===== src/rtl/rle_packer_if.sv =====
// Byte-stream and token-stream handshake bundle for rle_packer.
// The master side feeds bytes and accepts tokens; the slave side is the packer.
interface rle_packer_if #(
  parameter int CNT_W = 8
);
  logic [7:0]       din;
  logic             vldi;
  logic             flush;
  logic             rdyo;
  logic [7:0]       sym;
  logic [CNT_W-1:0] run;
  logic             vldo;
  logic             rdyi;
  logic             busy;

  modport master (
    output din, vldi, flush, rdyi,
    input  rdyo, sym, run, vldo, busy
  );

  modport slave (
    input  din, vldi, flush, rdyi,
    output rdyo, sym, run, vldo, busy
  );
endinterface


===== src/rtl/rle_packer.sv =====
// Run-length packer: collapses repeated bytes into {symbol, run-length} tokens
// and releases them through a small token FIFO under valid/ready.
//
// state  | meaning
// S_IDLE | no open run
// S_RUN  | run open in cur_sym/cur_cnt
module rle_packer #(
  parameter int CNT_W      = 8,
  parameter int FIFO_DEPTH = 4
) (
  input  logic         clk,
  input  logic         rst,
  rle_packer_if.slave  bus
);
  localparam int AW = $clog2(FIFO_DEPTH);
  localparam logic [CNT_W-1:0] CNT_MAX = '1;
  localparam logic [CNT_W-1:0] CNT_ONE = CNT_W'(1);

  typedef enum logic {S_IDLE, S_RUN} state_t;

  state_t           state, state_nxt;
  logic [7:0]       cur_sym, cur_sym_nxt;
  logic [CNT_W-1:0] cur_cnt, cur_cnt_nxt;
  logic             flush_pend, flush_pend_nxt;
  logic             push;

  logic [AW:0]      wr_ptr, rd_ptr;
  logic [7:0]       sym_mem [FIFO_DEPTH];
  logic [CNT_W-1:0] run_mem [FIFO_DEPTH];

  logic full, empty, acc, pop, flush_exec;

  assign empty      = (wr_ptr == rd_ptr);
  assign full       = (wr_ptr[AW] != rd_ptr[AW]) && (wr_ptr[AW-1:0] == rd_ptr[AW-1:0]);
  assign bus.rdyo   = !full && !flush_pend;
  assign acc        = bus.vldi && bus.rdyo;
  assign pop        = !empty && bus.rdyi;
  // acc requires !flush_pend, so it never coincides with a flush execution
  assign flush_exec = flush_pend && !full;

  always_ff @(posedge clk or posedge rst) begin
    if (rst) begin
      state      <= S_IDLE;
      cur_sym    <= '0;
      cur_cnt    <= '0;
      flush_pend <= 1'b0;
    end else begin
      state      <= state_nxt;
      cur_sym    <= cur_sym_nxt;
      cur_cnt    <= cur_cnt_nxt;
      flush_pend <= flush_pend_nxt;
    end
  end

  always_comb begin
    state_nxt      = state;
    cur_sym_nxt    = cur_sym;
    cur_cnt_nxt    = cur_cnt;
    flush_pend_nxt = flush_pend;
    push           = 1'b0;
    if (flush_exec) begin
      // a flush pulse arriving on the execution cycle is absorbed
      flush_pend_nxt = 1'b0;
      state_nxt      = S_IDLE;
      push           = (state == S_RUN);
    end else begin
      if (bus.flush) flush_pend_nxt = 1'b1;
      if (acc) begin
        if (state == S_IDLE) begin
          cur_sym_nxt = bus.din;
          cur_cnt_nxt = CNT_ONE;
          state_nxt   = S_RUN;
        end else if (bus.din == cur_sym && cur_cnt != CNT_MAX) begin
          cur_cnt_nxt = cur_cnt + CNT_ONE;
        end else begin
          push        = 1'b1;
          cur_sym_nxt = bus.din;
          cur_cnt_nxt = CNT_ONE;
        end
      end
    end
  end

  always_ff @(posedge clk or posedge rst) begin
    if (rst) begin
      wr_ptr <= '0;
      rd_ptr <= '0;
      for (int i = 0; i < FIFO_DEPTH; i++) begin
        sym_mem[i] <= '0;
        run_mem[i] <= '0;
      end
    end else begin
      if (push) begin
        sym_mem[wr_ptr[AW-1:0]] <= cur_sym;
        run_mem[wr_ptr[AW-1:0]] <= cur_cnt;
        wr_ptr                  <= wr_ptr + 1'b1;
      end
      if (pop) rd_ptr <= rd_ptr + 1'b1;
    end
  end

  assign bus.sym  = sym_mem[rd_ptr[AW-1:0]];
  assign bus.run  = run_mem[rd_ptr[AW-1:0]];
  assign bus.vldo = !empty;
  assign bus.busy = (state == S_RUN) || !empty || flush_pend;
endmodule


===== src/flat_wrapper.sv =====
// flat-port wrapper written by rule: the top's interface ports become plain ports
module rle_packer_flat 
#(
  parameter int CNT_W      = 8,
  parameter int FIFO_DEPTH = 4
)
  (clk, rst, bus_din, bus_vldi, bus_flush, bus_rdyi, bus_rdyo, bus_sym, bus_run, bus_vldo, bus_busy);
  rle_packer_if #(.CNT_W(CNT_W)) bus_i ();
  input  logic clk;
  input  logic rst;
  input wire logic [$bits(bus_i.din)-1:0] bus_din;
  input wire logic [$bits(bus_i.vldi)-1:0] bus_vldi;
  input wire logic [$bits(bus_i.flush)-1:0] bus_flush;
  input wire logic [$bits(bus_i.rdyi)-1:0] bus_rdyi;
  output wire logic [$bits(bus_i.rdyo)-1:0] bus_rdyo;
  output wire logic [$bits(bus_i.sym)-1:0] bus_sym;
  output wire logic [$bits(bus_i.run)-1:0] bus_run;
  output wire logic [$bits(bus_i.vldo)-1:0] bus_vldo;
  output wire logic [$bits(bus_i.busy)-1:0] bus_busy;
  assign bus_i.din = bus_din;
  assign bus_i.vldi = bus_vldi;
  assign bus_i.flush = bus_flush;
  assign bus_i.rdyi = bus_rdyi;
  assign bus_rdyo = bus_i.rdyo;
  assign bus_sym = bus_i.sym;
  assign bus_run = bus_i.run;
  assign bus_vldo = bus_i.vldo;
  assign bus_busy = bus_i.busy;
  rle_packer #(.CNT_W(CNT_W), .FIFO_DEPTH(FIFO_DEPTH)) u_core (.clk(clk), .rst(rst), .bus(bus_i));
endmodule

===== config.mk =====
export PLATFORM = sky130hd
export DESIGN_NAME = rle_packer_flat
export DESIGN_NICKNAME = d
export VERILOG_FILES = /design/src/rtl/rle_packer_if.sv /design/src/rtl/rle_packer.sv /design/src/flat_wrapper.sv
export SDC_FILE = /design/constraint.sdc
export NUM_CORES = 1
export LEC_CHECK = 0
export ABC_CLOCK_PERIOD_IN_PS = 4550
export CAP_MARGIN = 20
export CELL_PAD_IN_SITES_DETAIL_PLACEMENT = 0
export CELL_PAD_IN_SITES_GLOBAL_PLACEMENT = 2
export CORE_ASPECT_RATIO = 1.1
export CORE_UTILIZATION = 46
export DETAILED_ROUTE_END_ITERATION = 7
export MAX_ROUTING_LAYER = met4
export PLACE_DENSITY_LB_ADDON = 0.1
export SYNTH_ARGS = -nofsm -noshare
export SYNTH_HDL_FRONTEND = slang
export SYNTH_SLANG_ARGS = --single-unit

===== constraint.sdc =====
create_clock -name clk -period 4.55 [get_ports clk]
set_input_delay 0.91 -clock clk [delete_from_list [all_inputs] [get_ports clk]]
set_output_delay 0.91 -clock clk [all_outputs]
set_load 0.005 [all_outputs]

==> results.ini, run 1 <==
[outcome]
outcome = finished clean

[floorplan]
start_util = 0.472
die_h_microns = 102
die_x_microns = 92.8
rows = 36
dieArea_sq_um = 9450
coreArea_sq_um = 8830
ios = 32

[placed_design]
place_congestion = 0.734
dp_hpwl_microns = 4990
dp_slack_ns = 1.37
placed_cells = 410
portBuffers = 31

[yosys]
synthSimpleGateAreaFrac = 0.0432
synth_cells = 274
ys_seq_elements = 88
yosysTopAreaCellShare = 0.528
synth_top_family_by_area = multiplexers
synth_area_leaders = dfrtp_1, mux2_2, mux4_2, mux2_4, xnor2_1
synth_xor_area_frac = 0.0480
ys_seq_area_frac = 0.528
synth-compound-area-share = 0.0393
yosys_warnings = 0
synth_cell_types = 33
yosysTopAreaCell = dfrtp_1
synthMuxAreaShare = 0.298
synth_adder_area_share = 0.0180
syn_nets = 293
syn_area_sq_um = 4170
avgSynthCellArea_sq_um = 15.2

[timing]
fin_ws_ns = 1.04
hold_violations = 0
slew_headroom = 0.379
clock_skew_ns = 0.0132
finalCritPeriodShare = 0.771
worstMarginPinSlew_ns = 0.932
slew_violations = 0
final.min_clock_period_ns = 3.51
max_freq_mhz = 285
tns_ns = 0
setup_viol_count_final = 0
rsz0062_at_grt = false

[power]
switching_share = 0.336
p_switching_mw = 1.02
seqPwrFrac = 0.411
p_per_area_nw_per_um2 = 641
p_leak_nw = 1.98
p_int_mw = 2.02
clkPwrFrac = 0.183
irDropWorstVdd_uv = 294
pwr-share-comb = 0.406

[detailed_routing]
route.vias.total = 2257
finalWirelength_microns = 7840
via_per_inst = 5.31
drt_iter0_markers = 69
drc = 0
dr.pass1.iters = 4
ant_nets = 0
wl_per_cell_microns = 18.5

[finish]
fillers = 804
drive_gt1_frac = 0.389
areaGrowthSynthToFinish_pct = 14.1
antennaDiodeCount = 0
regArea_sq_um = 2200
multi_input_area_sq_um = 1860
fin_nets = 326
mostFrequentLayoutCell = dfrtp_1
fin_cells = 425
mostFrequentLayoutCells = dfrtp_1, mux2_2, clkdlybuf4s50_1, xnor2_1, mux4_2

[critical_path]
startpoint_type = flip-flop
path_max_fanout = 11
critPathArrivalTime_ns = 2.60
required_ns = 3.64
rr_startpoint = u_core.rd_ptr[0]
startpoint = u_core.rd_ptr[0]
reg2reg_slack_ns = 1.84
crit_type = reg -> out
endpoint_kind = output port

[worst_hold_path]
hp-class = reg -> reg
min-delay-start = u_core.run_mem[11]

[grt]
overflow = 0
grt_pass1_wl_microns = 13100
antenna_found_initial = 0
grt_max_degree = 65
grt_use_total = 0.194
grt_pass1_vias = 2362

[job]
maxCapViolations = 0

[clock_network]
cts.hold.buffers_added = 0
clockBufferDepth = 2
cts_resized = 0
cts.reportedPaths.clkPinSlew_ns = 0.09
worstSkewPairLatency_ns = 0.36
cts-root-buf = clkbuf_8
post_cts_buffers = 0
cts_tree = done
cts_htree_levels = 3
cts.sinks = 88
numCtsBuffers = 9

## cells in the mapped netlist
cell	instances
a21oi_1	1
or3_1	2
and2_1	1
o21ai_0	2
a21oi_2	1
o21a_1	1
xnor2_2	1
a21boi_0	1
nand4_1	5
and2b_2	1
o21ai_2	1
ha_1	6
dfrtp_1	88
and3_1	1
o31a_4	1
nor3_1	3
a21oi_4	4
nor2_1	9
o31ai_4	1
xor2_1	4
clkbuf_8	1
buf_2	5
clkbuf_1	1
buf_6	4
buf_4	1
mux4_2	16
o31ai_2	1
mux2_4	10
xnor2_1	17
mux2_2	65
inv_1	3
nand2_1	11
nand3_1	5
## critical path, cell delays in order (launching register included)
cell             delay (ns)
dfrtp_1                0.84
buf_4                  0.38
mux4_2                 0.54
clkdlybuf4s50_1        0.47
## cell families (layout without fill, tap and decap cells)
family	Yosys count	count (layout)
adders and majority gates	6	6
DFF	88	88
xor gates and xnor gates	22	22
AOI/OAI and AO/OA	14	14
muxes	91	91
and+or+nand+nor	38	38
buffers and inverters	15	52
## path summary, 6_finish.rpt
| kind | endpoint | cells past startpoint |
|---|---|---|
| setup / recovery | bus_sym[0] | 3 |
| hold / removal | u_core.run_mem[11] | 1 |
| setup reg to reg | u_core.sym_mem[6] | 5 |
| hold reg to reg | u_core.run_mem[11] | 1 |
| max in group asynchronous | u_core.wr_ptr[0] | 3 |
| min in group asynchronous | u_core.sym_mem[27] | 2 |
## layer usage
metal | vias up | part of all wire | track usage
met3 | 7 | 0.022 | 0.0379
li1 | 1052 | - | -
met2 | 27 | 0.48 | 0.279
met1 | 1171 | 0.49 | 0.278
met4 | 0 | 0.011 | 0.0604
met5 | - | 0 | -
## power by group through the flow
stage | logic [mW] | clock network (mW) | registers, mW
floorplan | 0.968 | 0 | 1.16
global placement | 1.24 | 0 | 1.27
detailed placement | 1.25 | 0 | 1.27
CTS | 1.26 | 0.577 | 1.26
global route | 1.35 | 0.605 | 1.30
finish | 1.24 | 0.558 | 1.25
## sequential cells by signal (all words and copies together) (netlist names)
| name | cells |
|---|---|
| u_core.cur_cnt | 8 |
| u_core.cur_sym | 8 |
| u_core.flush_pend | 1 |
| u_core.rd_ptr | 3 |
| u_core.run_mem | 32 |
| u_core.state | 1 |
| u_core.sym_mem | 32 |
| u_core.wr_ptr | 3 |
## layout make-up
class,count,area share
Clock inverter,4,0.0113
Multi-Input combinational cell,171,0.391
Clock buffer,11,0.0318
Tap cell,114,0.0300
Inverter,3,0.00263
Sequential cell,88,0.463
Timing Repair Buffer,34,0.0700
## through the flow
step	utilization	power [mW]	area, sq um	hold WS, ns
4_1_cts	0.539	3.10	4760	0.511
3_5_place_dp	0.516	2.53	4550	0.492
3_3_place_gp	0.516	2.51	4550	0.484
2_1_floorplan	-	2.13	4170	0.475
5_1_grt	0.539	3.25	4760	0.523
6_report	0.539	3.05	4760	0.506
Power figures use the tool's default switching activity.
==> run 2, diff against run 1 <==
ABC_CLOCK_PERIOD_IN_PS = 3600   (was 4550)
CORE_UTILIZATION = 42   (was 46)
clock period = 3.6 ns   (was 4.55 ns; I/O delays follow)
==> run 2 against run 1 <==
Net effect: critical path depth up 1; register-to-register slack worse by 0.83 ns; utilization down 3.4 points; non-clock buffer count unchanged; via count up 1.2%; sequential share of layout area down 0.36 points; clock power up 33%; largest power group is now combinational logic; highest routed layer unchanged.
==> results.ini, run 2 (same netlist as run 1, synthesis figures left out) <==
[outcome]
outcome = finished clean

[critical_path]
path_max_fanout = 10  ; -1
startpoint_type = flip-flop
endpoint_kind = output port
path_delay_family = flip-flops
cp_cell_sequence = xnor2_1 > nand3_1 > or3_1 > clkdlybuf4s50_1
critPathArrivalTime_ns = 2.22  ; -0.38 ns
crit_type = reg -> out
worst-path-buf-inv = 1  ; -1
worst_path_largest_cell_delay_ns = 0.68  ; -0.16 ns
required_ns = 2.88  ; -0.76 ns
cp_slowest_cell = dfrtp_1

[finish]
regArea_sq_um = 2200  ; unchanged
areaGrowthSynthToFinish_pct = 15.0
drive_gt1_frac = 0.391  ; +0.00196
post-route-util = 0.505  ; -0.0336
multi_input_area_sq_um = 1860  ; unchanged
fillers = 834  ; +3.7%
antennaDiodeCount = 0  ; unchanged
reg_top3 = u_core.run_mem: 32 flops, u_core.sym_mem: 32 flops
mostFrequentLayoutCells = dfrtp_1, mux2_2, clkdlybuf4s50_1, xnor2_1, mux4_2
mostFrequentLayoutCell = dfrtp_1
fin_area_sq_um = 4790  ; +0.79%
fin_nets = 326  ; unchanged

[placed_design]
place_congestion = 0.697  ; -5.0%
placed_area_sq_um = 4570  ; +0.36%
portBuffers = 31  ; unchanged
dp_hpwl_microns = 4920  ; -1.4%

[power]
power.total_mw = 3.90  ; +28%
p_leak_nw = 2.01  ; +1.1%
irDropWorstVdd_uv = 431  ; +47%
p_per_area_nw_per_um2 = 813  ; +27%

[timing]
slew_headroom = 0.384  ; +0.00552
max_freq_mhz = 340
tns_ns = 0  ; unchanged
rsz0062_at_grt = false
finalCritPeriodShare = 0.818
final.min_clock_period_ns = 2.94
setup_viol_count_final = 0  ; unchanged
slew_violations = 0  ; unchanged
hold_violations = 0  ; unchanged
clock_skew_ns = 0.0121  ; -0.00117 ns
worstMarginPinSlew_ns = 0.924  ; -0.00827 ns

[worst_hold_path]
hp-class = reg -> reg

[detailed_routing]
ant_nets = 0  ; unchanged
drc = 0  ; unchanged
route.vias.total = 2285  ; +1.2%
via_per_inst = 5.33  ; +0.30%
wl_per_cell_microns = 18.2  ; -1.2%
finalWirelength_microns = 7820  ; -0.27%
dr.pass1.iters = 4  ; unchanged
drt_iter0_markers = 62  ; -10%

[grt]
antenna_found_initial = 0  ; unchanged
grt_pass1_wl_microns = 13100  ; -0.16%
grt_use_total = 0.173  ; -0.0212
overflow = 0  ; unchanged
grt_max_degree = 49  ; -25%
grt_pass1_vias = 2437  ; +3.2%

[clock_network]
cts_resized = 0  ; unchanged
post_cts_buffers = 0  ; unchanged
cts.sinks = 88  ; unchanged
cts_tree = done
cts.hold.buffers_added = 0  ; unchanged
cts.reportedPaths.clkPinSlew_ns = 0.09  ; about the same
clockBufferDepth = 2  ; unchanged
cts_htree_levels = 3  ; unchanged
worstSkewPairLatency_ns = 0.35  ; about the same
numCtsBuffers = 9  ; unchanged
cts-root-buf = clkbuf_8

[floorplan]
dieArea_sq_um = 10300  ; +9.3%
ios = 32  ; unchanged
coreArea_sq_um = 9490  ; +7.5%
start_util = 0.439  ; -0.0329
die_h_microns = 107  ; +4.6%
rows = 37  ; +2.8%
die_x_microns = 97.0  ; +4.5%

[job]
maxCapViolations = 0  ; unchanged

[run 2: changes by cell type in the layout (fill, tap and decap cells not counted)]
cell / previous run / this run
clkinvlp_4: 2 / 0
clkbuf_8: 11 / 13
buf_12: 0 / 1
clkinv_4: 1 / 2
buf_4: 3 / 2
[run 2: worst paths after layout]
check | startpoint | endpoint | slack, ns | cells past startpoint
max | u_core.rd_ptr[1] | bus_busy | 0.66 | 4
min reg2reg | u_core.sym_mem[8] | u_core.sym_mem[8] | 0.50 | 1
min in group asynchronous | rst | u_core.sym_mem[27] | 0.78 | 2
min | u_core.sym_mem[8] | u_core.sym_mem[8] | 0.50 | 1
max reg2reg | u_core.rd_ptr[1] | u_core.sym_mem[4] | 1.01 | 5
max in group asynchronous | rst | u_core.run_mem[9] | 2.13 | 3
[run 2: metal layers]
metal,wire [microns],global-route usage,up-vias
met5,0,-,-
met4,110,0.0736,0
met3,145,0.0316,8
met2,3730,0.261,28
met1,3840,0.230,1186
li1,-,-,1063
[run 2: stage by stage]
stage                     hold slack (ns)  std cells  setup WS [ns]
after floorplan                     0.475        274          0.601
after CTS                           0.510        429          0.605
after global routing                0.526        429          0.505
final                               0.505        429          0.656
after detailed placement            0.490        413          0.583
after global placement              0.484        413          0.653
[run 2: layout make-up]
class | instances | share of cell area
Clock buffer | 13 | 0.0373
Clock inverter | 3 | 0.00992
Inverter | 3 | 0.00261
Multi-Input combinational cell | 171 | 0.388
Sequential cell | 88 | 0.459
Tap cell | 117 | 0.0305
Timing Repair Buffer | 34 | 0.0720
[run 2: power breakdown]
| group | switching [mW] | internal [mW] |
|---|---|---|
| logic | 0.679 | 0.914 |
| clock network | 0.345 | 0.399 |
| registers | 0.270 | 1.29 |
| total | 1.29 | 2.60 |
==> edit, RTL diff (settings of run 2) <==
`FIFO_DEPTH` is set to 4 in 2 places; all go to 16.
--- a/src/rtl/rle_packer.sv
+++ b/src/rtl/rle_packer.sv
@@ -6,7 +6,7 @@
 // S_RUN  | run open in cur_sym/cur_cnt
 module rle_packer #(
   parameter int CNT_W      = 8,
-  parameter int FIFO_DEPTH = 4
+  parameter int FIFO_DEPTH = 16
 ) (
   input  logic         clk,
   input  logic         rst,
--- a/src/flat_wrapper.sv
+++ b/src/flat_wrapper.sv
@@ -2,7 +2,7 @@
 module rle_packer_flat 
 #(
   parameter int CNT_W      = 8,
-  parameter int FIFO_DEPTH = 4
+  parameter int FIFO_DEPTH = 16
 )
   (clk, rst, bus_din, bus_vldi, bus_flush, bus_rdyi, bus_rdyo, bus_sym, bus_run, bus_vldo, bus_busy);
   rle_packer_if #(.CNT_W(CNT_W)) bus_i ();
Function: changed (a bounded check fails within 10 cycles, from zero or initial values and one cycle with rst high).
==> edit against run 2 <==
- total power grew to 3.4 times the old value
- global-route usage is 4.1 points higher
- synthesized area rose to 3.3 times the old value
- largest cell class unchanged
- worst setup slack worse by 0.58 ns
- routed wire length rose to 4.2 times the old value
- critical path depth unchanged
- sequential cell count increased by 196
- final area rose to 3.4 times the old value
==> edit: results (changes against run 2) <==
- Post-CTS Setup Bufs: 4 (+4)
- Mux share of post-synthesis cell area: 36.7% (+6.9 points)
- Seq/Total Area, Yosys: 51.5% (-1.3 points)
- Root Driver: clkbuf_16
- Commonest cells in the netlist: 284 x dfrtp_1, 193 x mux2_2, 80 x mux4_2
- Post-DP Area: 0.0147 sq mm (+220%)
- Cells after synthesis: 829 (+200%)
- Antenna cells: 0 (unchanged)
- CTS clock-pin slew for the worst setup and hold paths: 0.06 ns (-0.03 ns)
- Largest stage delay, worst path: 0.55 ns (-0.13 ns)
- Top Registers: u_core.run_mem x128, u_core.sym_mem x128
- RePlAce Congestion: 0.783 (+12%)
- Skew-Pair Late Insertion Delay: 0.51 ns (+0.16 ns)
- Outcome: complete, no violations
- WL final: 33.0 mm (+320%)
- H-tree levels: 2 (-1)
- Initial DRC count: 408 (+560%)
- Final nets: 900 (+180%)
- Placed cell count: 1263 (+210%)
- Worst path slowest cell: dfrtp_4
- Post-Synth XOR/XNOR Area: 1.83% (-3.0 points)
- GRT Overall Usage: 21.4% (+4.1 points)
- Vias in the first global route: 8173 (+240%)
- Worst-margin pin slew: 0.936 ns (+0.0123 ns)
- Worst EP arrival: 2.80 ns (+0.58 ns)
- Compound-Gate Fraction of Synth Area: 0.843% (-3.1 points)
- Syn nets: 848 (+190%)
- Post_cts resized: 2 (+2)
- PortBufs: 31 (unchanged)
- Peak supply drop: 0.528 mV (+23%)
- DP Wirelength: 21.0 mm (+330%)
- Worst Skew: 0.0121 ns (+0.0000694 ns)
- First-pass GRT wire length: 51.8 mm (+300%)
- Vias per cell: 5.51 (+3.4%)
- Per-cell routed wire length: 24.8 microns (+36%)
- Synth top area cells: dfrtp_1 51%, mux2_2 16%, mux4_2 13%
- Adder-Cell Fraction of Synth Area: 0.544% (-1.3 points)
- Synth cell types: 44 (+33%)
- Critical Path Fanout Max: 9 (-1)
- Inserted Clock Buffers: 35 (+26)
- Layout cells sized above 1: 55.5% (+16 points)
- Largest net degree at the start of global routing: 106 (+120%)
- Longest Clk Path Bufs: 3 (+1)
- Crit path max-delay family: multiplexers
- Leakage: 7.01 nW (+250%)
-- edit: changes by cell type in the layout (fill, tap and decap cells not counted), moves of 11 or more --
cell | run 2 | this run
dfrtp_1 | 88 | 282
mux2_2 | 65 | 193
mux4_2 | 16 | 80
mux2_4 | 10 | 70
buf_4 | 2 | 48
clkbuf_16 | 0 | 37
nor4_4 | 0 | 17
buf_12 | 1 | 12
-- edit: path summary, 6_finish.rpt --
check                                     from  slack (ns)                   to  depth (start not counted)
max in group asynchronous                  rst        1.88   u_core.sym_mem[12]                          3
max                           u_core.rd_ptr[0]        0.08           bus_sym[5]                          4
min                        u_core.run_mem[127]        0.49  u_core.run_mem[127]                          1
max reg2reg                  u_core.cur_cnt[3]        0.57   u_core.sym_mem[87]                          7
min in group asynchronous                  rst        0.69    u_core.run_mem[4]                          2
min reg2reg                u_core.run_mem[127]        0.49  u_core.run_mem[127]                          1
-- edit: layout make-up --
cell class | count | area (sq um)
fillers | 2731 | 16300
flip-flops and latches | 284 | 7110
multi-input cells | 462 | 6200
clock buffers | 49 | 1070
repair buffers | 93 | 936
well taps | 426 | 533
clock inverters | 13 | 246
inverters | 5 | 22.5
-- edit: per-layer routing --
metal,GRT usage (%),wire length [microns],vias up
met4,4.65,575,0
met2,36.3,17000,122
met5,-,0,-
met3,2.93,1200,40
li1,-,-,3195
met1,27.3,14300,3981
-- edit: report_power, final --
group          switching [mW]  total [mW]  internal, mW
registers               0.795        4.87          4.07
logic                    1.88        4.57          2.69
clock network            1.35        3.93          2.57
total                    4.03        13.4          9.34
-- edit: per-stage QoR --
step | worst slack (ns) | setup TNS, ns
final | 0.0800 | 0
after global routing | -0.000805 | -0.000844
after CTS | 0.00909 | 0
after detailed placement | 0.280 | 0
after global placement | 0.340 | 0
after floorplan | -0.883 | -250.85
